<file path="config.mk">
export PLATFORM = sky130hd
export DESIGN_NAME = systolic_tile_ctrl_flat
export DESIGN_NICKNAME = d
export VERILOG_FILES = /design/src/rtl/systolic_tile_ctrl_if.sv /design/src/rtl/systolic_tile_ctrl.sv /design/src/flat_wrapper.sv
export SDC_FILE = /design/constraint.sdc
export NUM_CORES = 1
export LEC_CHECK = 0
export CORE_ASPECT_RATIO = 0.5
export CORE_UTILIZATION = 57
export CTS_BUF_LIST = sky130_fd_sc_hd__clkbuf_8 sky130_fd_sc_hd__clkbuf_16
export CTS_CLUSTER_DIAMETER = 50
export DETAILED_ROUTE_END_ITERATION = 16
export PLACE_DENSITY = 0.86
export SLEW_MARGIN = 20
export SYNTH_ARGS = -nofsm -noshare
export SYNTH_HDL_FRONTEND = slang
export SYNTH_SLANG_ARGS = --single-unit
</file>
<file path="constraint.sdc">
create_clock -name clk -period 7.46 [get_ports clk]
set_clock_uncertainty 0.05 [all_clocks]
set_input_delay 0.746 -clock clk [delete_from_list [all_inputs] [get_ports clk]]
set_output_delay 0.746 -clock clk [all_outputs]
set_load 0.02 [all_outputs]
</file>
<file path="src/rtl/systolic_tile_ctrl_if.sv">
// Systolic tile controller bundle: host command/result handshake
// plus weight/activation buffer reads and array control lines.
interface systolic_tile_ctrl_if #(
  parameter int N_ROWS = 14,
  parameter int K_W    = 16
);

  localparam int RW = $clog2(N_ROWS + 1);
  localparam int AW = $clog2(N_ROWS);

  // host command side
  logic          start;
  logic          abort;
  logic [K_W-1:0] cfg_k;
  logic [RW-1:0] cfg_rows;
  logic          hold;
  logic          busy;
  logic          done;
  logic          err;

  // buffer read side
  logic          wb_rd_en;
  logic [AW-1:0] wb_rd_addr;
  logic          ab_rd_en;
  logic [K_W-1:0] ab_rd_addr;

  // array control side
  logic              sa_en;
  logic              sa_clr;
  logic              sa_load_weight;
  logic [N_ROWS-1:0] sa_row_en;
  logic              sa_a_zero;

  // result handshake
  logic res_valid;
  logic res_ready;

  modport master (
    output start,
    output abort,
    output cfg_k,
    output cfg_rows,
    output hold,
    output res_ready,
    input  busy,
    input  done,
    input  err,
    input  wb_rd_en,
    input  wb_rd_addr,
    input  ab_rd_en,
    input  ab_rd_addr,
    input  sa_en,
    input  sa_clr,
    input  sa_load_weight,
    input  sa_row_en,
    input  sa_a_zero,
    input  res_valid
  );

  modport slave (
    input  start,
    input  abort,
    input  cfg_k,
    input  cfg_rows,
    input  hold,
    input  res_ready,
    output busy,
    output done,
    output err,
    output wb_rd_en,
    output wb_rd_addr,
    output ab_rd_en,
    output ab_rd_addr,
    output sa_en,
    output sa_clr,
    output sa_load_weight,
    output sa_row_en,
    output sa_a_zero,
    output res_valid
  );

endinterface

</file>
<file path="src/rtl/systolic_tile_ctrl.sv">
// Systolic tile sequencer: clear, weight load, activation stream,
// pipeline drain and result handshake for one output tile.
module systolic_tile_ctrl #(
  parameter int N_ROWS = 14,
  parameter int N_COLS = 14,
  parameter int K_W    = 16
) (
  input logic clk,
  input logic rst,
  systolic_tile_ctrl_if.slave bus
);

  localparam int RW = $clog2(N_ROWS + 1);
  localparam int AW = $clog2(N_ROWS);
  localparam int CW = $clog2(N_ROWS + N_COLS);
  localparam int DRAIN_LEN = N_ROWS + N_COLS - 2;

  localparam logic [2:0] S_IDLE    = 3'd0;
  localparam logic [2:0] S_CLEAR   = 3'd1;
  localparam logic [2:0] S_LOAD_W  = 3'd2;
  localparam logic [2:0] S_COMPUTE = 3'd3;
  localparam logic [2:0] S_DRAIN   = 3'd4;
  localparam logic [2:0] S_RESULT  = 3'd5;

  logic [2:0]     state;
  logic [2:0]     state_n;
  logic [CW-1:0]  cnt;
  logic [CW-1:0]  cnt_n;
  logic [K_W-1:0] kcnt;
  logic [K_W-1:0] kcnt_n;
  logic [K_W-1:0] k_q;
  logic [K_W-1:0] k_n;
  logic [RW-1:0]  rows_q;
  logic [RW-1:0]  rows_n;
  logic [N_ROWS-1:0] mask_n;

  logic cfg_ok;
  logic go;
  logic bad;
  logic issue;
  logic k_last;
  logic kill;

  logic          busy_q;
  logic          err_q;
  logic          clr_q;
  logic          wb_en_q;
  logic [AW-1:0] wb_addr_q;
  logic          lw_q;
  logic          sa_en_q;
  logic          az_q;
  logic          rv_q;
  logic [N_ROWS-1:0] row_q;

  assign cfg_ok = (bus.cfg_k != '0) &&
                  (bus.cfg_rows != '0) &&
                  (bus.cfg_rows <= RW'(N_ROWS));
  assign go     = (state == S_IDLE) && bus.start && cfg_ok;
  assign bad    = (state == S_IDLE) && bus.start && !cfg_ok;
  assign issue  = (state == S_COMPUTE) && !bus.hold;
  assign k_last = (kcnt == k_q - K_W'(1));
  assign kill   = (state != S_IDLE) && bus.abort;

  // next state and counter values; abort wins over every transition
  always_comb begin
    state_n = state;
    cnt_n   = cnt;
    kcnt_n  = kcnt;
    k_n     = k_q;
    rows_n  = rows_q;
    if (kill) begin
      state_n = S_IDLE;
      cnt_n   = '0;
      kcnt_n  = '0;
    end else begin
      case (state)
        S_IDLE: begin
          if (go) begin
            state_n = S_CLEAR;
            k_n     = bus.cfg_k;
            rows_n  = bus.cfg_rows;
          end
        end
        S_CLEAR: begin
          state_n = S_LOAD_W;
          cnt_n   = '0;
        end
        S_LOAD_W: begin
          if (cnt == CW'(N_ROWS)) begin
            state_n = S_COMPUTE;
            cnt_n   = '0;
          end else begin
            cnt_n = cnt + CW'(1);
          end
        end
        S_COMPUTE: begin
          if (issue) begin
            if (k_last) begin
              state_n = S_DRAIN;
              kcnt_n  = '0;
              cnt_n   = '0;
            end else begin
              kcnt_n = kcnt + K_W'(1);
            end
          end
        end
        S_DRAIN: begin
          if (cnt == CW'(DRAIN_LEN)) begin
            state_n = S_RESULT;
            cnt_n   = '0;
          end else begin
            cnt_n = cnt + CW'(1);
          end
        end
        S_RESULT: begin
          if (bus.res_ready) begin
            state_n = S_IDLE;
          end
        end
        default: begin
          state_n = S_IDLE;
          cnt_n   = '0;
          kcnt_n  = '0;
        end
      endcase
    end
  end

  // thermometer mask of the active rows for the coming cycle
  always_comb begin
    mask_n = '0;
    for (int i = 0; i < N_ROWS; i++) begin
      mask_n[i] = (i < int'(rows_n));
    end
  end

  // state, counters and registered outputs derived from next state
  always_ff @(posedge clk) begin
    if (rst) begin
      state     <= S_IDLE;
      cnt       <= '0;
      kcnt      <= '0;
      k_q       <= '0;
      rows_q    <= '0;
      busy_q    <= 1'b0;
      err_q     <= 1'b0;
      clr_q     <= 1'b0;
      wb_en_q   <= 1'b0;
      wb_addr_q <= '0;
      lw_q      <= 1'b0;
      sa_en_q   <= 1'b0;
      az_q      <= 1'b0;
      rv_q      <= 1'b0;
      row_q     <= '0;
    end else begin
      state   <= state_n;
      cnt     <= cnt_n;
      kcnt    <= kcnt_n;
      k_q     <= k_n;
      rows_q  <= rows_n;
      busy_q  <= (state_n != S_IDLE);
      err_q   <= bad;
      clr_q   <= (state_n == S_CLEAR);
      wb_en_q <= (state_n == S_LOAD_W) &&
                 (cnt_n < CW'(N_ROWS));
      if ((state_n == S_LOAD_W) && (cnt_n < CW'(N_ROWS))) begin
        wb_addr_q <= AW'(cnt_n);
      end else begin
        wb_addr_q <= '0;
      end
      lw_q    <= (state_n == S_LOAD_W) && (cnt_n != '0);
      sa_en_q <= (state_n == S_DRAIN) ||
                 ((state_n == S_COMPUTE) && issue);
      az_q    <= (state == S_DRAIN) && (state_n == S_DRAIN);
      rv_q    <= (state_n == S_RESULT);
      row_q   <= (state_n != S_IDLE) ? mask_n : '0;
    end
  end

  assign bus.busy           = busy_q;
  assign bus.err            = err_q;
  assign bus.done           = rv_q && bus.res_ready &&
                              !bus.abort && !rst;
  assign bus.sa_clr         = clr_q;
  assign bus.wb_rd_en       = wb_en_q;
  assign bus.wb_rd_addr     = wb_addr_q;
  assign bus.sa_load_weight = lw_q;
  assign bus.ab_rd_en       = issue;
  assign bus.ab_rd_addr     = kcnt;
  assign bus.sa_en          = sa_en_q;
  assign bus.sa_a_zero      = az_q;
  assign bus.res_valid      = rv_q;
  assign bus.sa_row_en      = row_q;

endmodule

</file>
<file path="src/flat_wrapper.sv">
// flat-port wrapper written by rule: the top's interface ports become plain ports
module systolic_tile_ctrl_flat 
#(
  parameter int N_ROWS = 14,
  parameter int N_COLS = 14,
  parameter int K_W    = 16
)
  (clk, rst, bus_start, bus_abort, bus_cfg_k, bus_cfg_rows, bus_hold, bus_res_ready, bus_busy, bus_done, bus_err, bus_wb_rd_en, bus_wb_rd_addr, bus_ab_rd_en, bus_ab_rd_addr, bus_sa_en, bus_sa_clr, bus_sa_load_weight, bus_sa_row_en, bus_sa_a_zero, bus_res_valid);
  systolic_tile_ctrl_if #(.N_ROWS(N_ROWS), .K_W(K_W)) bus_i ();
  input logic clk;
  input logic rst;
  input wire logic [$bits(bus_i.start)-1:0] bus_start;
  input wire logic [$bits(bus_i.abort)-1:0] bus_abort;
  input wire logic [$bits(bus_i.cfg_k)-1:0] bus_cfg_k;
  input wire logic [$bits(bus_i.cfg_rows)-1:0] bus_cfg_rows;
  input wire logic [$bits(bus_i.hold)-1:0] bus_hold;
  input wire logic [$bits(bus_i.res_ready)-1:0] bus_res_ready;
  output wire logic [$bits(bus_i.busy)-1:0] bus_busy;
  output wire logic [$bits(bus_i.done)-1:0] bus_done;
  output wire logic [$bits(bus_i.err)-1:0] bus_err;
  output wire logic [$bits(bus_i.wb_rd_en)-1:0] bus_wb_rd_en;
  output wire logic [$bits(bus_i.wb_rd_addr)-1:0] bus_wb_rd_addr;
  output wire logic [$bits(bus_i.ab_rd_en)-1:0] bus_ab_rd_en;
  output wire logic [$bits(bus_i.ab_rd_addr)-1:0] bus_ab_rd_addr;
  output wire logic [$bits(bus_i.sa_en)-1:0] bus_sa_en;
  output wire logic [$bits(bus_i.sa_clr)-1:0] bus_sa_clr;
  output wire logic [$bits(bus_i.sa_load_weight)-1:0] bus_sa_load_weight;
  output wire logic [$bits(bus_i.sa_row_en)-1:0] bus_sa_row_en;
  output wire logic [$bits(bus_i.sa_a_zero)-1:0] bus_sa_a_zero;
  output wire logic [$bits(bus_i.res_valid)-1:0] bus_res_valid;
  assign bus_i.start = bus_start;
  assign bus_i.abort = bus_abort;
  assign bus_i.cfg_k = bus_cfg_k;
  assign bus_i.cfg_rows = bus_cfg_rows;
  assign bus_i.hold = bus_hold;
  assign bus_i.res_ready = bus_res_ready;
  assign bus_busy = bus_i.busy;
  assign bus_done = bus_i.done;
  assign bus_err = bus_i.err;
  assign bus_wb_rd_en = bus_i.wb_rd_en;
  assign bus_wb_rd_addr = bus_i.wb_rd_addr;
  assign bus_ab_rd_en = bus_i.ab_rd_en;
  assign bus_ab_rd_addr = bus_i.ab_rd_addr;
  assign bus_sa_en = bus_i.sa_en;
  assign bus_sa_clr = bus_i.sa_clr;
  assign bus_sa_load_weight = bus_i.sa_load_weight;
  assign bus_sa_row_en = bus_i.sa_row_en;
  assign bus_sa_a_zero = bus_i.sa_a_zero;
  assign bus_res_valid = bus_i.res_valid;
  systolic_tile_ctrl #(.N_ROWS(N_ROWS), .N_COLS(N_COLS), .K_W(K_W)) u_core (.clk(clk), .rst(rst), .bus(bus_i));
endmodule
</file>
# [After elaboration in Yosys (flattened, before gate mapping)]
# Cells that the tools add are included.
[word_totals] register_bits=70 latchBits=0 mem_bits_rw=0 rom_bits=0 in_bits=26 output_inout_bits=44 elab_cells=104 mem_count=0
[classes] n_addsub=3 n_mul=0 div=0 magnitude_cmp=16 n_eq_ne=14 shift=0 muxes=20 bitwise_logic=4 n_reduce_logical=32
[ops] op="two-way mux 16 bit" n=2
[ops] op="case mux 16 bit (2 select lines)" n=1
[ops] op="two-way mux 5 bit" n=5
[ops] op="less-than comparator 4 bit (first input constant)" n=6
[ops] op="two-way mux 3 bit" n=7
[ops] op="case mux 5 bit (4 select lines)" n=1
[ops] op="case mux 3 bit (6 select lines)" n=1
[ops] op="adder 16 x 1 -> 16 bit (second input constant)" n=1
[ops] op="equality test 16 bit" n=1
[ops] op="less-than comparator 3 x 4 -> 1 bit (first input constant)" n=4
[ops] op="nonzero test 16 bit" n=1
[ops] op="subtractor 16 x 1 -> 16 bit (second input constant)" n=1
[ops] op="logical AND 1 bit" n=14
[ops] op="equality test 3 x 2 -> 1 bit (second input constant)" n=4
[ops] op="equality test 3 bit (second input constant)" n=4
[ops] op="two-way mux 4 bit" n=3
[ops] op="less-than comparator 1 x 4 -> 1 bit (first input constant)" n=2
[ops] op="less-than comparator 2 x 4 -> 1 bit (first input constant)" n=2
[ops] op="OR reduction 2 bit" n=4
[ops] op="equality test 3 x 1 -> 1 bit (second input constant)" n=2
[ops] op="nonzero test 3 bit" n=2
[ops] op="adder 5 x 1 -> 5 bit (second input constant)" n=1
[ops] op="equality test 5 x 4 -> 1 bit (second input constant)" n=1
[ops] op="equality test 5 bit (second input constant)" n=1
[ops] op="other kinds (12)" n=18

# [Longest topological paths before layout]
[logic_depth] depth_word=11 mapped_depth=10 ltp_nobuf=9

# [Worst setup path before layout]
# Ideal clock, no wire load.
[synth_path] path_kind="input to register" start="input bus_cfg_k[2]" end="register u_core.row_q[4], in the netlist u_core.bus.sa_row_en[4]" arrival_time_ps=2363 path_slack_ps=4920 stages=8 n_path_buf=1 path_cell_list="nor4_1 > nand4_1 > nand4_1 > buf_2 > mux2i_1 > and2_1 > o21a_1 > nor2_1"
[synth_between] elab_chain_cells=10 elab_cells_between_ends=14 cone_classes="order compare: 1; mux: 6; bitwise: 1; reduce/logical: 6"
[synth_rtl] element="from (decl)" line_no="flat_wrapper.sv:14" rtl="input wire logic [$bits(bus_i.cfg_k)-1:0] bus_cfg_k;"
[synth_rtl] element="nonzero test 16 bit (*)" line_no="systolic_tile_ctrl.sv:55" rtl="assign cfg_ok = (bus.cfg_k != '0) &&"
[synth_rtl] element="logical AND 1 bit (*)" line_no="systolic_tile_ctrl.sv:55"
[synth_rtl] element="logical AND 1 bit (*)" line_no="systolic_tile_ctrl.sv:56" rtl="(bus.cfg_rows != '0) &&"
[synth_rtl] element="logical AND 1 bit (*)" line_no="systolic_tile_ctrl.sv:58" rtl="assign go = (state == S_IDLE) && bus.start && cfg_ok;"
[synth_rtl] element="two-way mux 3 bit" line_no="systolic_tile_ctrl.sv:78" rtl="if (go) begin"
[synth_rtl] element="case mux 3 bit (6 select lines)" line_no="systolic_tile_ctrl.sv:76" rtl="case (state)"
[synth_rtl] element="two-way mux 3 bit" line_no="systolic_tile_ctrl.sv:71" rtl="if (kill) begin"
[synth_rtl] element="nonzero test 3 bit" line_no="systolic_tile_ctrl.sv:176" rtl="row_q <= (state_n != S_IDLE) ? mask_n : '0;"
[synth_rtl] element="inverter 1 bit (no line)"
[synth_rtl] element="OR reduction 2 bit (no line)"
[synth_rtl] element="to (signal assigned)" line_no="systolic_tile_ctrl.sv:176"
[synth_rtl] element="to (decl)" line_no="systolic_tile_ctrl.sv:53" rtl="logic [N_ROWS-1:0] row_q;"
# Mark *: on every way between the ends. The rest lies on a longest branch, timed or not.
# A chain may end at the register's enable or synchronous reset.

# [Final worst setup path]
[layout_path] start="input rst" end="output bus_done"
[layout_between] elab_chain_cells=2
[layout_rtl] element="from (decl)" line_no="flat_wrapper.sv:11" rtl="input logic rst;"
[layout_rtl] element="zero test 1 bit" line_no="systolic_tile_ctrl.sv:183" rtl="!bus.abort && !rst;"
[layout_rtl] element="logical AND 1 bit" line_no="systolic_tile_ctrl.sv:183"
[layout_rtl] element="to (decl)" line_no="flat_wrapper.sv:19" rtl="output wire logic [$bits(bus_i.done)-1:0] bus_done;"
# Every way passes these cells.

==> reports/qor.yml <==
outcome:
  status: "finished clean"
yosys:
  synth.net_count: 480
  synth-seq-cells: 70
  syn-cell-area_um2: 3840
  avgSynthCellArea_um2: 8.53
  synthTopCellsByArea: "dfxtp_1 37%, mux2i_1 6.8%, nor2_1 5.1%"
  synth_top_area_cell: "dfxtp_1"
  synth_top_area_share_pct: 36.5
  synth_cell_types: 63
  ys_warn_count: 0
  synth_edf_count: 0
  synth_flop_cell: "dfxtp_1"
  ys_seq_area_share_pct: 36.5
  synthCells: 450
  synthArstFlopShare_pct: 0
layout:
  finalNetCount: 536
  diodes: 0
  syn_to_final_growth_pct: 26.7
  drive_gt1_share_pct: 6.26
  fill_cells: 415
cts:
  clock_path_buffers: 2
  cts_setup_buffers: 0
  holdBufCountCts: 0
  clkTransAtPathRegs_ps: 60
  clockRootBuffer: "clkbuf_16"
  cts_num_sinks: 70
  cts_buffers: 9
  htreeDepth: 3
  ctsResizeCount: 0
  clkLatencyLatePin_ps: 340
  cts_tree: "built"
detailed_routing:
  remaining_drc_errors: 0
  routed_wirelength_um: 9920
  vias_per_cell: 6.08
  wl_per_cell_um: 16.6
  drt_iter0_drc: 264
  via_count: 3644
  first_pass_iters: 7
  drtAntennaViolNets: 0
global_routing:
  grt_pass1_wl_um: 15700
  grt_max_degree: 27
  grt.overflow.total: 0
  antenna_found_initial: 0
  grt_usage_pct: 28.9
  grt_pass1_vias: 3173
floorplanning:
  die_y_um: 60.0
  rows: 20
  initial_core_util_pct: 61.1
  die-area_um2: 7090
  ios: 70
  coreArea_um2: 6280
  dieWidth_um: 118
timing:
  finalCritPeriodShare_pct: 48.1
  hold_viol: 0
  fin_hold_ws_ps: 495
  final.setup.tns_ps: 0
  worst_slew_pin_slew_ps: 969
  relSlewSlack_pct: 35.2
  rsz0062_at_grt: "false"
  max_freq_ghz: 0.279
  min_period_ps: 3590
  finalSetupViolations: 0
  slew_violations: 0
power_and_ir_drop:
  peakVddDrop_mv: 0.200
  p_total_mw: 1.13
  power_density_nw_per_um2: 232
  power_leakage_nw: 1.89
worst_setup_path:
  endpoint_kind: "output pin"
  arrival_ps: 2790
  cp_max_fo: 26
  worstPathRequired_ps: 6660
  cp-start-kind: "input port"
  rrSetupSlack_ps: 4450
  path_class: "input port to output pin"
  r2r_cells: 9
  regToRegEndpoint: "u_core.bus.sa_en"
  regToRegStartpoint: "u_core.k_q[0]"
min_path:
  whs_endpoint: "u_core.k_q[15]"
  min_from: "u_core.k_q[15]"
  hold-path-cell-count: 2
  hp-class: "flip-flop to flip-flop"
job:
  max-cap-violations: 0
placed_design:
  gp_congestion: 0.872
  io_buffers: 69
  dp_hpwl_um: 6970
[worst max-delay path: stages]
cell and delay (ps):
clkdlybuf4s50_1 910, nor4bb_1 470, clkdlybuf4s50_1 660
[routing by layer]
metal  track usage, %  routed length [um]  vias to the layer above
met5                0                   0                        -
met4             7.33                 174                        0
met3             10.7                 788                       17
met2             46.8                4340                      136
met1             37.0                4620                     1712
li1                 -                   -                     1779
[where the power goes]
part | total [mW] | internal (mW) | switching (mW) | leakage [nW]
combinational | 0.241 | 0.104 | 0.137 | 1.16
clock | 0.469 | 0.296 | 0.173 | 0.157
sequential | 0.418 | 0.395 | 0.0232 | 0.569
total | 1.13 | 0.795 | 0.333 | 1.89
[worst max path at each step]
stage / startpoint / end / slack, ps / cells after the start
after detailed placement: rst / bus_done / 3900 / 3
final: rst / bus_done / 3870 / 3
after CTS: rst / bus_done / 3870 / 3
after global placement: rst / bus_done / 3930 / 3
after floorplan: bus_cfg_k[2] / u_core.bus.sa_row_en[4] / 4920 / 8
after global routing: rst / bus_done / 3830 / 3
[cell type report]
cell class                      count  area (um^2)  share of cell area, %
Multi-Input combinational cell    342         2270                   46.7
Sequential cell                    70         1400                   28.8
Timing Repair Buffer               72          713                   14.7
Clock buffer                        9          225                   4.63
Tap cell                           88          110                   2.26
Clock inverter                      7          103                   2.11
Inverter                           11         41.3                  0.849
[cell usage after synthesis, types with 6 or more instances]
| cell | instances |
|---|---|
| nor3_1 | 17 |
| nand2b_1 | 8 |
| nor2_1 | 52 |
| clkbuf_1 | 20 |
| nand3_1 | 19 |
| nand4_1 | 15 |
| a21oi_1 | 23 |
| o211ai_1 | 6 |
| nand2_1 | 29 |
| xnor2_1 | 14 |
| o21ai_0 | 10 |
| nor4_1 | 11 |
| dfxtp_1 | 70 |
| o311ai_0 | 9 |
| xor2_1 | 13 |
| mux2i_1 | 26 |
| inv_1 | 11 |
| and3_1 | 10 |
[per-stage QoR]
stage / util, % / instances / area, um^2 / setup slack (ps)
after CTS: 77.4 / 599 / 4860 / 3870
final: 77.4 / 599 / 4860 / 3870
after global routing: 77.4 / 599 / 4860 / 3830
after global placement: 72.2 / 583 / 4540 / 3930
after floorplan: - / 450 / 3840 / 4920
after detailed placement: 72.2 / 583 / 4540 / 3900
[logic make-up after synthesis]
family,count (synthesis),synth area share [%]
xor gates and xnor gates,27,6.16
muxes,26,6.78
and+or+nand+nor,198,28.1
DFF,70,36.5
AOI/OAI and AO/OA,87,16.8
adders and majority gates,4,1.30
buffers and inverters,38,4.37
[flip-flops by register name, summed over array words and instances (netlist names)]
signal                     flops
u_core.bus.sa_clr              1
u_core.cnt                     5
u_core.k_q                    16
u_core.state                   3
u_core.bus.wb_rd_addr          4
u_core.bus.busy                1
u_core.bus.sa_load_weight      1
u_core.bus.sa_en               1
u_core.bus.err                 1
u_core.rows_q                  4
u_core.bus.ab_rd_addr         16
u_core.bus.res_valid           1
u_core.bus.sa_a_zero           1
u_core.bus.sa_row_en          14
u_core.bus.wb_rd_en            1
[cells in the final DEF (no fill, tap or decap), types with 5 or more instances in the layout]
master,netlist,final
dfxtp_1,70,70
clkdlybuf4s50_1,0,69
nor2_1,52,52
nand2_1,29,29
mux2i_1,26,26
a21oi_1,23,23
nand3_1,19,19
nor3_1,17,17
nand4_1,15,15
xnor2_1,14,14
xor2_1,13,13
inv_1,11,11
nor4_1,11,11
o21ai_0,10,10
and3_1,10,10
o311ai_0,9,9
clkbuf_16,0,9
nand2b_1,8,8
o211ai_1,6,6
or3_1,5,5
a211oi_1,5,5
Power figures use the tool's default switching activity.
